<file path="config.mk">
export PLATFORM = sky130hd
export DESIGN_NAME = fifo_fnv_reader
export DESIGN_NICKNAME = d
export VERILOG_FILES = /design/src/rtl/fnv_pkg.sv /design/src/rtl/fnv_mul_seq.sv /design/src/rtl/fifo_fnv_reader.sv
export SDC_FILE = /design/constraint.sdc
export NUM_CORES = 1
export LEC_CHECK = 0
export ABC_AREA = 1
export CORE_MARGIN = 8
export CORE_UTILIZATION = 30
export CTS_CLUSTER_DIAMETER = 40
export DETAILED_ROUTE_END_ITERATION = 12
export DONT_BUFFER_PORTS = 1
export PLACE_DENSITY = 0.48
export SETUP_SLACK_MARGIN = 0.02
export SYNTH_ARGS = -nofsm -noshare
export SYNTH_HDL_FRONTEND = slang
export SYNTH_HIERARCHICAL = 1
export SYNTH_SLANG_ARGS = --single-unit
</file>
<file path="constraint.sdc">
create_clock -name rclk -period 3.55 [get_ports rclk]
set_input_delay 1.065 -clock rclk [delete_from_list [all_inputs] [get_ports rclk]]
set_output_delay 1.065 -clock rclk [all_outputs]
set_load 0.02 [all_outputs]
</file>
<file path="src/rtl/fnv_pkg.sv">
// Shared constants and types for the FNV-1a FIFO reader.
// Contents: FNV-1a 32-bit offset basis and prime, reader FSM state encoding,
// and a helper that yields one shift-add partial product of the prime.
package fnv_pkg;

    localparam int unsigned HASH_W = 32;

    localparam logic [HASH_W-1:0] FNV_OFFSET_32 = 32'h811C9DC5;
    localparam logic [HASH_W-1:0] FNV_PRIME_32  = 32'h01000193;

    typedef enum logic [2:0] {
        ST_IDLE = 3'd0,
        ST_POP  = 3'd1,
        ST_M0   = 3'd2,
        ST_M1   = 3'd3,
        ST_M2   = 3'd4
    } state_t;

    // x shifted by sh when bit sh of the prime is set, else zero; the
    // multiplier sums these for the set bits {0,1,4,7,8,24}.
    function automatic logic [HASH_W-1:0] prime_term(input logic [HASH_W-1:0] x,
                                                     input logic [4:0]        sh);
        return FNV_PRIME_32[sh] ? (x << sh) : '0;
    endfunction

endpackage

</file>
<file path="src/rtl/fnv_mul_seq.sv">
// Three-cycle shift-add multiplier by the FNV-1a 32-bit prime.
// Ports:
//   clk, rst_n   clock, async active-low reset
//   start        load x_in and clear the accumulator (one-cycle pulse)
//   x_in         multiplicand (hash XOR byte)
//   result_c     acc + final partial products; valid while done_c is high
//   done_c       high in the third cycle after start
module fnv_mul_seq
    import fnv_pkg::*;
(
    input  logic              clk,
    input  logic              rst_n,
    input  logic              start,
    input  logic [HASH_W-1:0] x_in,
    output logic [HASH_W-1:0] result_c,
    output logic              done_c
);

    logic [HASH_W-1:0] x;
    logic [HASH_W-1:0] acc;
    logic [1:0]        phase;
    logic              running;

    // Accumulate two partial products per cycle; the last two are added
    // combinationally so the product is available in the third cycle.
    always_ff @(posedge clk or negedge rst_n) begin
        if (!rst_n) begin
            x       <= '0;
            acc     <= '0;
            phase   <= 2'd0;
            running <= 1'b0;
        end else if (start) begin
            x       <= x_in;
            acc     <= '0;
            phase   <= 2'd0;
            running <= 1'b1;
        end else if (running) begin
            case (phase)
                2'd0: begin
                    acc   <= acc + prime_term(x, 5'd0) + prime_term(x, 5'd1);
                    phase <= 2'd1;
                end
                2'd1: begin
                    acc   <= acc + prime_term(x, 5'd4) + prime_term(x, 5'd7);
                    phase <= 2'd2;
                end
                default: begin
                    phase   <= 2'd0;
                    running <= 1'b0;
                end
            endcase
        end
    end

    assign result_c = acc + prime_term(x, 5'd8) + prime_term(x, 5'd24);
    assign done_c   = running && (phase == 2'd2);

endmodule

</file>
<file path="src/rtl/fifo_fnv_reader.sv">
// Drains bytes from a FWFT FIFO read port and folds each into a running
// 32-bit FNV-1a hash (5 cycles per byte: IDLE, POP, M0, M1, M2).
// Ports:
//   rclk, rrst_n   read-domain clock, async active-low reset
//   rempty, rdata  FIFO empty flag and head data (valid while !rempty)
//   rinc           FIFO pop strobe, high in the POP state only
//   en             permits starting a new byte
//   hash_clear     restart hash and count at the offset basis
//   hash           current hash value
//   byte_count     bytes folded since reset/clear (wraps)
//   hash_valid     one-cycle pulse after each hash update
//   busy           high whenever the FSM is not in IDLE
module fifo_fnv_reader
    import fnv_pkg::*;
#(
    parameter int unsigned DSIZE = 8,
    parameter int unsigned CNT_W = 16
) (
    input  logic              rclk,
    input  logic              rrst_n,
    input  logic              rempty,
    input  logic [DSIZE-1:0]  rdata,
    output logic              rinc,
    input  logic              en,
    input  logic              hash_clear,
    output logic [HASH_W-1:0] hash,
    output logic [CNT_W-1:0]  byte_count,
    output logic              hash_valid,
    output logic              busy
);

    state_t            state;
    state_t            next_state;
    logic              clear_pend;
    logic              mul_start;
    logic              mul_done;
    logic [HASH_W-1:0] mul_result;

    // State register.
    always_ff @(posedge rclk or negedge rrst_n) begin
        if (!rrst_n) begin
            state <= ST_IDLE;
        end else begin
            state <= next_state;
        end
    end

    // Next-state logic; a clear in IDLE takes priority over starting a byte.
    always_comb begin
        next_state = state;
        case (state)
            ST_IDLE: if (!hash_clear && en && !rempty) next_state = ST_POP;
            ST_POP:  next_state = ST_M0;
            ST_M0:   next_state = ST_M1;
            ST_M1:   next_state = ST_M2;
            ST_M2:   next_state = ST_IDLE;
            default: next_state = ST_IDLE;
        endcase
    end

    // Output decode from the current state.
    always_comb begin
        rinc      = 1'b0;
        busy      = 1'b1;
        mul_start = 1'b0;
        case (state)
            ST_IDLE: busy = 1'b0;
            ST_POP: begin
                rinc      = 1'b1;
                mul_start = 1'b1;
            end
            default: ;
        endcase
    end

    fnv_mul_seq u_mul (
        .clk      (rclk),
        .rst_n    (rrst_n),
        .start    (mul_start),
        .x_in     (hash ^ HASH_W'(rdata)),
        .result_c (mul_result),
        .done_c   (mul_done)
    );

    // Hash, counter and deferred-clear bookkeeping. A clear seen while a
    // byte is in flight (including in M2 itself) discards that byte.
    always_ff @(posedge rclk or negedge rrst_n) begin
        if (!rrst_n) begin
            hash       <= FNV_OFFSET_32;
            byte_count <= '0;
            hash_valid <= 1'b0;
            clear_pend <= 1'b0;
        end else begin
            hash_valid <= 1'b0;
            case (state)
                ST_IDLE: begin
                    if (hash_clear) begin
                        hash       <= FNV_OFFSET_32;
                        byte_count <= '0;
                    end
                end
                ST_M2: begin
                    clear_pend <= 1'b0;
                    if (clear_pend || hash_clear) begin
                        hash       <= FNV_OFFSET_32;
                        byte_count <= '0;
                    end else if (mul_done) begin
                        hash       <= mul_result;
                        byte_count <= byte_count + CNT_W'(1);
                        hash_valid <= 1'b1;
                    end
                end
                default: begin
                    if (hash_clear) clear_pend <= 1'b1;
                end
            endcase
        end
    end

endmodule

</file>
==> metrics.txt <==
status=finished clean; final hold violations=0; CTS tree=yes; Synth area leader=nand2_1; Distinct cells, synth=46; WL final=40,800 um; initial core utilization=0.302; Max Freq=309 MHz; Post-CTS Repair Setup Buffers=0; Mapped Area=0.0123 sq mm; Total Routing Usage GR=0.177; # port buffers=0; Via density=4.74; core area=0.0406 sq mm; Yosys reg bits=120; Setup Skew=0.0112 ns; Final TNS setup=0 ns; CP startpoint kind=flop; via count=11,300; Buf/Inv on CP=0; critical path required time=3.87 ns; Hold WS=0.326 ns; clock latency on the worst-skew pair=0.44 ns; num ports=64; cell count after placement=2,344; CTS buffer count=17; worst slew pin tran=0.604 ns; Post-synth EDFFs=0; Min-Delay Path Class=in2async; critical-path cell list=fa_1 > ha_1 > fa_1 > nand3_1 > nand3_1 > nand3_1 > nand3b_1 > nand2_1 > nand2_1 > nand2_1 > nand3_1 > nand3_1 > nand2_1; crit-path max FO=7; post-detail-place hpwl=33,100 um; Hold Buf Count CTS=0; Primary FF master, synth=dfrtp_1; Remaining Overflow, GRT=0; Syn. warnings=6; Clk Tree Root Cell=clkbuf_16; critical path arrival=3.56 ns; Layout area overhead=9.88%; most frequent CP cell=nand3_1; Slowest cell on crit path=dfrtp_1; relative slew slack=0.597; initial antenna violation count=0; Syn Nets=2,007; # clock sinks=120; # fillers=4,470; cts repair resizes=0; Post-Layout Cell Count=2,376; maximum root-to-sink buffer count=2; top post-synthesis cells by area=nand2_1, dfrtp_1, fa_1; cell family with most CP delay=adder cells; DRC violations left=0; RSZ-0062 raised after global routing=no; die width=218 um; clock slew at reported path FFs=0.06 ns; Routed WL per cell=17.2 um; max-cap viol count=0; area of the multi-input gates=0.00801 sq mm; DRC violation total after the first TritonRoute iteration=778; FP Rows=74; Antenna Cells=0; first-pass GRT wire length=65,600 um; Final #Nets=2,007; drt pass-1 iters=5; Async S/R FF share, synth=1.00; CP endpoint kind=flop; Die Y=218 um; GP Congestion=0.906; FF+latch area=0.00302 sq mm; vias in the first global route=11,500; CP max stage delay=0.72 ns; WS Path Type=reg2reg; Final setup viols=0; DIE AREA=0.0477 sq mm; Final Max Slew Viols=0; min Tclk post-route=3.24 ns; setup slack after layout=0.315 ns; Cells after Synth=1,831; share of the synthesized area in the top cell type=0.216; Avg Cell Area, Syn=6.70 sq um; htree depth=4; pre-CTS WS=0.281 ns; register area share after synthesis=0.246; share of layout cells above drive strength 1=0.0472; Period Utilization, post-route=0.911; largest net degree at the start of global routing=121; Final ANT Viol Nets=0
[Yosys cell counts, types with 3 or more instances]
| cell | instances |
|---|---|
| o21ai_1 | 3 |
| buf_2 | 12 |
| o21ai_0 | 34 |
| nand3b_1 | 4 |
| nand2_1 | 707 |
| a21o_1 | 7 |
| ha_1 | 99 |
| buf_4 | 8 |
| inv_1 | 273 |
| a211oi_1 | 4 |
| o21ai_2 | 4 |
| nand4_1 | 18 |
| o211ai_1 | 4 |
| nor3_1 | 10 |
| nand3_2 | 3 |
| dfrtp_1 | 106 |
| clkbuf_1 | 9 |
| o21bai_1 | 5 |
| xor2_1 | 30 |
| buf_6 | 6 |
| xnor2_1 | 22 |
| nand3_1 | 127 |
| a21oi_1 | 66 |
| and2_1 | 5 |
| inv_2 | 3 |
| nor2_2 | 4 |
| nor2_1 | 156 |
| dfstp_2 | 14 |
| nand2_2 | 5 |
| fa_1 | 64 |
| o22ai_1 | 3 |
[cells in the final DEF (no fill, tap or decap), types with 4 or more instances in the layout]
cell / instances
ha_1: 99
o21ai_0: 34
bufinv_16: 4
inv_1: 273
xnor2_1: 22
dfrtp_1: 106
xor2_1: 30
nor2_2: 5
buf_4: 16
nand3b_1: 4
clkbuf_16: 17
nand3_1: 127
fa_1: 64
a21o_1: 7
o211ai_1: 4
nor3_1: 9
a211oi_1: 4
a21oi_1: 66
o21ai_2: 4
nand4_1: 18
and2_1: 5
o21bai_1: 5
nand2_1: 707
inv_6: 5
dfstp_2: 14
nand2_2: 5
nor2_1: 154
[cell families (layout without fill, tap and decap cells)]
family	Yosys count	in the layout	synth area share
xor gates and xnor gates	52	52	0.0371
buffers and inverters	313	326	0.103
and+or+nand+nor	1045	1045	0.344
adders and majority gates	163	163	0.205
DFF	120	120	0.246
AOI/OAI and AO/OA	138	138	0.0641
[worst reg2reg max path: cells and delay by family (launching register included)]
kind          cells  cell delay (ns)
fa+ha+maj         3             1.30
flops             1             0.72
simple gates     10             1.09
[routing by layer]
metal / GRT usage / vias to the layer above / share of wire
li1: - / 5694 / -
met1: 0.228 / 5347 / 0.47
met2: 0.307 / 179 / 0.48
met3: 0.0265 / 35 / 0.032
met4: 0.0461 / 0 / 0.019
met5: 0 / - / 0
[through the flow]
stage,area [sq um],utilization
finish,13500,0.332
global route,13500,0.332
CTS,13500,0.332
detailed placement,12900,0.316
global placement,12900,0.316
floorplan,12300,-
[registers in the layout, indices dropped and copies added, names as in the netlist]
register / cells
u_mul/phase: 2
u_mul/running: 1
byte_count: 16
u_mul/x: 32
hash: 32
u_mul/acc: 32
state: 3
hash_valid: 1
clear_pend: 1
[layout make-up]
cell class | count | area share
Timing Repair Buffer | 16 | 0.00890
Inverter | 278 | 0.0774
Sequential cell | 120 | 0.224
Tap cell | 532 | 0.0493
Multi-Input combinational cell | 1398 | 0.594
Clock buffer | 19 | 0.0328
Clock inverter | 13 | 0.0141
[worst paths after layout]
path | startpoint | to | slack [ns] | depth (start not counted)
max in group asynchronous | rrst_n | hash[8] | 2.95 | 0
max reg2reg | u_mul/x[1] | u_mul/acc[29] | 0.31 | 13
min | rrst_n | hash[25] | 0.33 | 0
max | u_mul/x[1] | u_mul/acc[29] | 0.31 | 13
min in group rclk | clear_pend | clear_pend | 0.49 | 1
min reg2reg | clear_pend | clear_pend | 0.49 | 1
Power is not shown: default switching activity piles up to over one toggle a cycle in this logic, so the estimate is an artifact.
